<file path="src/rtl/secure_serdes_decryptor_core_pkg.sv">
// Shared definitions for the serial XOR encryptor/decryptor pair and its wrapper.
package secure_serdes_decryptor_core_pkg;

  typedef enum logic [1:0] {
    ST_IDLE    = 2'd0,
    ST_CAPTURE = 2'd1,
    ST_DECRYPT = 2'd2,
    ST_OUTPUT  = 2'd3
  } state_e;

  localparam int unsigned FRAME_LEN = 8;
  localparam logic [127:0] TEAM_KEY = 128'hA1B2_C3D4_E5F6_0123_4567_89AB_CDEF_1234;

  function automatic logic [7:0] decrypt_byte(input logic [7:0] c, input logic [7:0] b,
                                              input logic [7:0] k);
    return c ^ b ^ k;
  endfunction

endpackage

</file>
<file path="src/rtl/secure_serdes_decryptor_core_if.sv">
// Receive-side frame bus: serial cipher/B inputs, key, and recovered plaintext outputs.
interface secure_serdes_decryptor_core_if #(parameter int CNT_W = 8);
  logic             start;
  logic [127:0]     key;
  logic             cipher_in;
  logic             b_bit;
  logic             plain_out;
  logic [7:0]       plain_byte;
  logic             byte_valid;
  logic             done;
  logic [CNT_W-1:0] frame_count;

  modport master (
    output start, key, cipher_in, b_bit,
    input  plain_out, plain_byte, byte_valid, done, frame_count
  );

  modport slave (
    input  start, key, cipher_in, b_bit,
    output plain_out, plain_byte, byte_valid, done, frame_count
  );
endinterface

</file>
<file path="src/rtl/secure_serdes_decryptor_core_serdes_shift8.sv">
// 8-bit MSB-first shift register with parallel load; load has priority over shift.
module serdes_shift8 (
  input  logic       clk,
  input  logic       rst,
  input  logic       load,
  input  logic       shift,
  input  logic [7:0] din,
  input  logic       sin,
  output logic [7:0] q
);

  logic [7:0] q_r;

  // Shift/load register
  always_ff @(posedge clk) begin
    if (rst) begin
      q_r <= 8'h00;
    end else if (load) begin
      q_r <= din;
    end else if (shift) begin
      q_r <= {q_r[6:0], sin};
    end else begin
      q_r <= q_r;
    end
  end

  assign q = q_r;

endmodule

</file>
<file path="src/rtl/secure_serdes_decryptor_core.sv">
// Deserialises a cipher/B frame, recovers A = C ^ B ^ key slice and re-serialises it.
module secure_serdes_decryptor_core
  import secure_serdes_decryptor_core_pkg::*;
#(
  parameter int KEY_LSB = 0,
  parameter int CNT_W   = 8
) (
  input logic                         clk,
  input logic                         rst,
  secure_serdes_decryptor_core_if.slave bus
);

  state_e           state_r, state_nxt_s;
  logic [2:0]       bit_cnt_r;
  logic             cap_clr_s, cap_shift_s, pl_load_s, pl_shift_s;
  logic [7:0]       c_q_s, b_q_s, pl_q_s, plain_s;
  logic             plain_out_r, byte_valid_r, done_r;
  logic [7:0]       plain_byte_r;
  logic [CNT_W-1:0] frame_count_r;

  // Key is only consulted while DECRYPT loads the plaintext register
  assign plain_s = decrypt_byte(c_q_s, b_q_s, bus.key[KEY_LSB +: 8]);

  serdes_shift8 u_c_reg (.clk(clk), .rst(rst), .load(cap_clr_s), .shift(cap_shift_s),
                         .din(8'h00), .sin(bus.cipher_in), .q(c_q_s));
  serdes_shift8 u_b_reg (.clk(clk), .rst(rst), .load(cap_clr_s), .shift(cap_shift_s),
                         .din(8'h00), .sin(bus.b_bit), .q(b_q_s));
  serdes_shift8 u_p_reg (.clk(clk), .rst(rst), .load(pl_load_s), .shift(pl_shift_s),
                         .din(plain_s), .sin(1'b0), .q(pl_q_s));

  // FSM state register
  always_ff @(posedge clk) begin
    if (rst) begin
      state_r <= ST_IDLE;
    end else begin
      state_r <= state_nxt_s;
    end
  end

  // Next-state and datapath enables
  always_comb begin
    state_nxt_s = state_r;
    cap_clr_s   = 1'b0;
    cap_shift_s = 1'b0;
    pl_load_s   = 1'b0;
    pl_shift_s  = 1'b0;
    case (state_r)
      ST_IDLE: begin
        if (bus.start) begin
          cap_clr_s   = 1'b1;
          state_nxt_s = ST_CAPTURE;
        end else begin
          state_nxt_s = ST_IDLE;
        end
      end
      ST_CAPTURE: begin
        cap_shift_s = 1'b1;
        if (bit_cnt_r == 3'd7) begin
          state_nxt_s = ST_DECRYPT;
        end else begin
          state_nxt_s = ST_CAPTURE;
        end
      end
      ST_DECRYPT: begin
        pl_load_s   = 1'b1;
        state_nxt_s = ST_OUTPUT;
      end
      ST_OUTPUT: begin
        pl_shift_s = 1'b1;
        if (bit_cnt_r == 3'd7) begin
          state_nxt_s = ST_IDLE;
        end else begin
          state_nxt_s = ST_OUTPUT;
        end
      end
      default: begin
        state_nxt_s = ST_IDLE;
      end
    endcase
  end

  // Bit counter and registered outputs
  always_ff @(posedge clk) begin
    if (rst) begin
      bit_cnt_r     <= 3'd0;
      plain_out_r   <= 1'b0;
      plain_byte_r  <= 8'h00;
      byte_valid_r  <= 1'b0;
      done_r        <= 1'b0;
      frame_count_r <= {CNT_W{1'b0}};
    end else begin
      byte_valid_r <= pl_load_s;
      if (cap_clr_s || pl_load_s) begin
        bit_cnt_r <= 3'd0;
      end else if (cap_shift_s || pl_shift_s) begin
        bit_cnt_r <= bit_cnt_r + 3'd1;
      end
      if (cap_clr_s) begin
        done_r <= 1'b0;
      end else if (pl_shift_s && (bit_cnt_r == 3'd7)) begin
        done_r        <= 1'b1;
        frame_count_r <= frame_count_r + CNT_W'(1);
      end
      if (pl_load_s) begin
        plain_byte_r <= plain_s;
      end
      if (pl_shift_s) begin
        plain_out_r <= pl_q_s[7];
      end
    end
  end

  assign bus.plain_out   = plain_out_r;
  assign bus.plain_byte  = plain_byte_r;
  assign bus.byte_valid  = byte_valid_r;
  assign bus.done        = done_r;
  assign bus.frame_count = frame_count_r;

endmodule

</file>
<file path="src/flat_wrapper.sv">
// flat-port wrapper written by rule: the top's interface ports become plain ports
module secure_serdes_decryptor_core_flat import secure_serdes_decryptor_core_pkg::*;
#(
  parameter int KEY_LSB = 0,
  parameter int CNT_W   = 8
)
  (clk, rst, bus_start, bus_key, bus_cipher_in, bus_b_bit, bus_plain_out, bus_plain_byte, bus_byte_valid, bus_done, bus_frame_count);
  secure_serdes_decryptor_core_if #(.CNT_W(CNT_W)) bus_i ();
  input logic clk;
  input logic rst;
  input wire logic [$bits(bus_i.start)-1:0] bus_start;
  input wire logic [$bits(bus_i.key)-1:0] bus_key;
  input wire logic [$bits(bus_i.cipher_in)-1:0] bus_cipher_in;
  input wire logic [$bits(bus_i.b_bit)-1:0] bus_b_bit;
  output wire logic [$bits(bus_i.plain_out)-1:0] bus_plain_out;
  output wire logic [$bits(bus_i.plain_byte)-1:0] bus_plain_byte;
  output wire logic [$bits(bus_i.byte_valid)-1:0] bus_byte_valid;
  output wire logic [$bits(bus_i.done)-1:0] bus_done;
  output wire logic [$bits(bus_i.frame_count)-1:0] bus_frame_count;
  assign bus_i.start = bus_start;
  assign bus_i.key = bus_key;
  assign bus_i.cipher_in = bus_cipher_in;
  assign bus_i.b_bit = bus_b_bit;
  assign bus_plain_out = bus_i.plain_out;
  assign bus_plain_byte = bus_i.plain_byte;
  assign bus_byte_valid = bus_i.byte_valid;
  assign bus_done = bus_i.done;
  assign bus_frame_count = bus_i.frame_count;
  secure_serdes_decryptor_core #(.KEY_LSB(KEY_LSB), .CNT_W(CNT_W)) u_core (.clk(clk), .rst(rst), .bus(bus_i));
endmodule
</file>
<file path="config.mk">
export PLATFORM = sky130hd
export DESIGN_NAME = secure_serdes_decryptor_core_flat
export DESIGN_NICKNAME = d
export VERILOG_FILES = /design/src/rtl/secure_serdes_decryptor_core_pkg.sv /design/src/rtl/secure_serdes_decryptor_core_if.sv /design/src/rtl/secure_serdes_decryptor_core_serdes_shift8.sv /design/src/rtl/secure_serdes_decryptor_core.sv /design/src/flat_wrapper.sv
export SDC_FILE = /design/constraint.sdc
export NUM_CORES = 1
export LEC_CHECK = 0
export ABC_AREA = 1
export BUFFER_PORTS_ARGS = -buffer_cell sky130_fd_sc_hd__buf_4
export CAP_MARGIN = 20
export CORE_MARGIN = 2
export CORE_UTILIZATION = 43
export CTS_BUF_LIST = sky130_fd_sc_hd__clkbuf_8
export DETAILED_ROUTE_END_ITERATION = 8
export PLACE_DENSITY = 0.93
export SETUP_SLACK_MARGIN = 0.2
export SLEW_MARGIN = 20
export SYNTH_ARGS = -nofsm -noshare
export SYNTH_HDL_FRONTEND = slang
export SYNTH_SLANG_ARGS = --single-unit
</file>
<file path="constraint.sdc">
create_clock -name clk -period 1.45 [get_ports clk]
set_input_delay 0.0725 -clock clk [delete_from_list [all_inputs] [get_ports clk]]
set_output_delay 0.0725 -clock clk [all_outputs]
set_load 0.01 [all_outputs]
</file>
==> impl_metrics.ini, run 1 <==
[run_status]
status = finished, final reports clean

[worst_setup_path]
crit_path_max_incr_delay_ps = 360
cpMostUsedCell = ha_4
critPathCaptureType = flip-flop
cp_slowest_cell = dfxtp_2
worstPathBufferInverterCount = 1
cp_top_family = simple AND/OR/NAND/NOR gates
crit_chain = ha_4 > ha_4 > nand3_4 > nor2_4 > nand3_2 > nand2_1 > inv_1 > nor2_1
cp_max_fo = 6
path_class = reg2reg
worst_setup_path_start_kind = flip-flop
required_ps = 1700
cp_data_arrival_time_ps = 1510

[die]
die_w_um = 76.6
floorplan.rows = 26
die_h_um = 76.6
io_pins = 152
initial_core_util_pct = 44.3
dieArea_sq_um = 5860
core-area_sq_um = 5110

[timing]
worst_slew_pin_slew_ps = 274
fin_crit_sh_pct = 87.2
setup_slack_ps = 186
drv_slew = 0
max_freq_mhz = 791
finalSetupTns_ps = 0
hold_violations = 0
setup_viol = 0
rsz0062_at_grt = yes
finalCriticalPeriod_ps = 1260
relSlewSlack_pct = 81.7
skew_ps = 8.89

[pwr]
power.density_nw_per_um2 = 926
finalPower_mw = 2.55
ir_drop_v = 0.000546
cellLeakagePower_nw = 1.12

[layout]
layout_commonest_cell = nand2_1
final_cells = 418
register_area_sq_um = 968
multi_input_area_sq_um = 1050
fill_cells = 468
num_antenna_cells = 0
area_growth_pct = 21.8
final_area_sq_um = 2760
final_cell_mix = nand2_1, inv_1, dfxtp_1, buf_4, a21oi_1
final_nets = 483
drive_gt1_share_pct = 22.1

[route]
vias = 1991
dr.pass1.iters = 5
routedWlPerCell_um = 10.8
drt_iter0_drc = 97
ant_nets = 0
wirelength_mm = 4.53
drc = 0
via_per_inst = 4.76

[grt]
grt_pass1_wl_mm = 8.04
grt_pass1_vias = 1892
grt-ovfl-total = 0
grt.total_usage_pct = 16.7
antenna_found_initial = 0
grt_max_degree = 25

[placement]
post_dp_cell_area_sq_um = 2550
dp_cells = 406
port-buffer-count = 31
place_congestion = 0.775
place_ws_ps = 56.8
hpwl_mm = 3.28

[logic_synthesis]
synthTopCellsByArea = dfxtp_1, nand2_1, inv_1
yosys.area.top_type_share_pct = 42.5
synthArstFlopShare_pct = 0
synth_warnings = 0
ys_types = 28
ys_seq_area_share_pct = 42.5
synth-edff-count = 0
synth_ff_type = dfxtp_1
synth.avg_cell_area_sq_um = 7.28
syn-num-nets = 447
syn-cell-area_sq_um = 2260
syn_inst = 311
synth_seq_cells = 48
yosysTopAreaCell = dfxtp_1

[clock_network]
cts.sink_count = 48
ctsLongestPathBuffers = 2
cts_root_buf = clkbuf_8
cts_hold_repair.buffers = 0
cts_buffers = 5
htree_levels = 2
clk_pin_slew_ps = 90
insertion_delay_ps = 310
cts_tree = yes

[worst_hold_path]
hold_class = in2reg

[flow_run]
maxCapViolations = 0
==> cells in the mapped netlist (2+ instances only) <==
cell,instances
ha_1,3
clkbuf_1,3
inv_1,54
o21ai_0,3
nor2_4,3
nand4_1,2
a21oi_1,31
nand2_1,91
buf_6,4
o22ai_1,6
nor2_1,7
buf_2,2
dfxtp_1,48
o21a_1,3
nand3_1,29
a21oi_2,10
==> path summary, 6_finish.rpt <==
kind	slack, ps	to	cells past startpoint	start
setup reg to reg	190	u_core.bus.frame_count[7]	8	u_core.bit_cnt_r[1]
setup / recovery	190	u_core.bus.frame_count[7]	8	u_core.bit_cnt_r[1]
hold / removal	30	u_core.u_b_reg.q[0]	3	bus_b_bit
hold reg to reg	460	u_core.bus.plain_out	2	u_core.u_p_reg.q[7]
==> logic make-up (layout without fill, tap and decap cells) <==
| family | Yosys count | count (layout) | synth area share, % |
|---|---|---|---|
| simple gates | 138 | 138 | 27.8 |
| xor+xnor | 2 | 2 | 0.774 |
| flops | 48 | 48 | 42.5 |
| compound gates | 54 | 54 | 14.3 |
| buf+inv | 66 | 103 | 13.0 |
| fa+ha+maj | 3 | 3 | 1.66 |
==> state kept, by name, indices dropped and copies added, names as in the netlist <==
signal and cells:
u_core.bit_cnt_r 3, u_core.bus.byte_valid 1, u_core.bus.done 1, u_core.bus.frame_count 8, u_core.bus.plain_byte 8, u_core.bus.plain_out 1
u_core.state_r 2, u_core.u_b_reg.q 8, u_core.u_c_reg.q 8, u_core.u_p_reg.q 8
==> power breakdown <==
part,switching (mW),leakage [nW],internal [mW]
sequential,0.0129,0.389,1.32
clock,0.446,0.0645,0.609
combinational,0.0972,0.669,0.0648
total,0.556,1.12,2.00
==> worst min-delay path: stages <==
cell and delay, ps:
buf_4 110, nand3_1 80, a21oi_2 50
==> through the flow <==
step,util (%),hold slack [ps]
finish,54.0,34.6
detailed placement,49.9,367
global placement,49.9,356
global route,54.0,53.3
CTS,53.6,34.0
floorplan,-,227
==> repair_timing <==
action                     4_1_cts  5_1_grt
resized for setup               10        3
setup endpoints to repair        9        8
pin swaps                        4        4
buffers inserted                 3        1
==> routing by layer <==
metal  global-route usage (%)  up-vias  routed length [um]
met5                        0        -                   0
met4                     4.91        0                  40
met3                     4.50        5                 214
met2                     30.2       42                2310
met1                     19.3      896                1970
li1                         -     1048                   -
==> layout make-up <==
type | instances | area share, %
clock buffer | 7 | 3.49
clock inverter | 1 | 1.09
inverter | 56 | 7.71
multi-input combinational | 197 | 38.2
sequential | 48 | 35.1
tap | 70 | 3.18
timing repair buffer | 39 | 11.2
No activity file was read; power rests on OpenSTA's default activity.
==> run 2, diff against run 1 <==
Settings changed: BUFFER_PORTS_ARGS -buffer_cell sky130_fd_sc_hd__buf_4 to default, CORE_UTILIZATION 43 to 55, DONT_BUFFER_PORTS from default to 1, PLACE_DENSITY 0.93 to 0.81.
==> run 2 against run 1 <==
Effect of this change: the flow now finishes with violations (hold timing); via count down 2.2%; die area shrank 21%; worst setup slack improved by 12 ps; highest routed layer unchanged.
==> impl_metrics.ini, run 2 (synthesized netlist as in run 1, its figures left out) <==
[die]
dieArea_sq_um = 4640
die_h_um = 68.2
io_pins = 152
initial_core_util_pct = 57.0
floorplan.rows = 23
core-area_sq_um = 3970
die_w_um = 68.2

[worst_hold_path]
min_path_cells = 1
min_to = u_core.bus.plain_byte[0]
hold_class = in2reg
min_from = rst

[clock_network]
clk_pin_slew_ps = 90
cts_tree = yes
cts_root_buf = clkbuf_8
ctsLongestPathBuffers = 2
cts_hold_repair.buffers = 6
htree_levels = 2
cts.sink_count = 48
cts_buffers = 5
insertion_delay_ps = 310

[pwr]
power.density_nw_per_um2 = 912
ir_drop_v = 0.000629
cellLeakagePower_nw = 0.966

[timing]
setup_slack_ps = 198
finalSetupTns_ps = 0
drv_slew = 0
relSlewSlack_pct = 81.1
max_freq_mhz = 799
finalCriticalPeriod_ps = 1250
skew_ps = 11.0
worst_hold_slack_ps = -180
fin_crit_sh_pct = 86.4
worst_slew_pin_slew_ps = 284
hold_violations = 25
rsz0062_at_grt = yes
setup_viol = 0

[run_status]
status = finished with violations
violations = hold timing

[route]
dr.pass1.iters = 4
via_per_inst = 5.25
drt_iter0_drc = 88
vias = 1947
ant_nets = 0
drc = 0
wirelength_mm = 4.59
routedWlPerCell_um = 12.4

[worst_setup_path]
cp_max_fo = 6
worst_r2r_endpoint = u_core.bus.frame_count[6]
regToRegStartpoint = u_core.bit_cnt_r[1]
crit_chain = ha_4 > ha_4 > nand3_4 > nor2_4 > nand4_1 > nand2_1 > nor2_1
r2r_slack_ps = 200
worst_setup_path_start_kind = flip-flop
cp_top_family = simple AND/OR/NAND/NOR gates
r2r_cells = 7
crit_path_max_incr_delay_ps = 360
path_class = reg2reg
worstPathBufferInverterCount = 0
critPathCaptureType = flip-flop
required_ps = 1670
cp_slowest_cell = dfxtp_2
cpMostUsedCell = ha_4
cp_data_arrival_time_ps = 1470

[placement]
hpwl_mm = 3.08
place_ws_ps = 59.2
place_congestion = 0.751
port-buffer-count = 0

[layout]
num_antenna_cells = 0
fill_cells = 346
final_cell_mix = nand2_1, inv_1, dfxtp_1, a21oi_1, nand3_1
layout_commonest_cell = nand2_1
final_nets = 457
area_growth_pct = 11.7
drive_gt1_share_pct = 13.4

[grt]
grt_pass1_vias = 1698
grt-ovfl-total = 0
grt.total_usage_pct = 20.7
antenna_found_initial = 0
grt_pass1_wl_mm = 7.18
grt_max_degree = 25

[flow_run]
maxCapViolations = 0
==> run 2: cell count changes in the layout (fill, tap and decap cells not counted) <==
cell | before | now
nor2_2 | 1 | 0
buf_4 | 37 | 4
dlygate4sd3_1 | 0 | 6
dfxtp_4 | 1 | 0
clkinv_4 | 0 | 1
buf_12 | 1 | 2
dfxtp_2 | 3 | 4
nor2_4 | 3 | 4
nand3_2 | 4 | 3
clkbuf_8 | 7 | 6
nand3_1 | 25 | 26
bufinv_16 | 1 | 0
==> run 2: worst max-delay path by stage <==
stage,start,end,slack [ps],cells past startpoint
floorplan,u_core.bit_cnt_r[0],u_core.bus.frame_count[6],220,8
global placement,u_core.bit_cnt_r[0],u_core.bus.frame_count[6],120,8
detailed placement,u_core.bit_cnt_r[0],u_core.bus.frame_count[7],60,8
CTS,u_core.bit_cnt_r[1],u_core.bus.frame_count[7],200,8
global route,u_core.bit_cnt_r[0],u_core.bus.frame_count[6],140,8
finish,u_core.bit_cnt_r[1],u_core.bus.frame_count[6],200,7
==> run 2: what timing repair did <==
item,CTS,global route
pin swaps,1,2
endpoints found under the hold margin,31,24
gates resized for setup,8,4
buffers inserted,3,1
endpoints found under the setup margin,18,34
==> run 2: area by class of cell <==
type                       instances  area, sq um  share of cell area, %
clock buffer                       6         82.6                   3.27
multi-input combinational        197         1050                   41.7
clock inverter                     1         8.76                  0.347
sequential                        48          966                   38.2
inverter                          56          213                   8.42
tap                               50         62.6                   2.48
timing repair buffer              13          141                   5.59
==> run 2: power by group <==
part	total, mW	internal, mW	switching (mW)
logic	0.137	0.0548	0.0824
clock network	0.828	0.381	0.447
registers	1.34	1.33	0.0146
total	2.31	1.76	0.544
==> run 2: metal layers <==
layer | vias to the layer above | share of wire (%) | global-route usage [%]
li1 | 1001 | - | -
met1 | 898 | 45 | 24.2
met2 | 42 | 47 | 35.1
met5 | - | 0 | 0
met3 | 6 | 5.9 | 6.41
met4 | 0 | 1.7 | 8.00
==> run 2: metrics by stage <==
step	utilization [%]	std cells	power (mW)	cell area [sq um]
floorplan	-	311	1.48	2270
global route	63.6	371	2.38	2530
finish	63.6	371	2.31	2530
CTS	62.8	370	2.32	2490
global placement	57.5	354	1.48	2280
detailed placement	57.5	354	1.49	2280
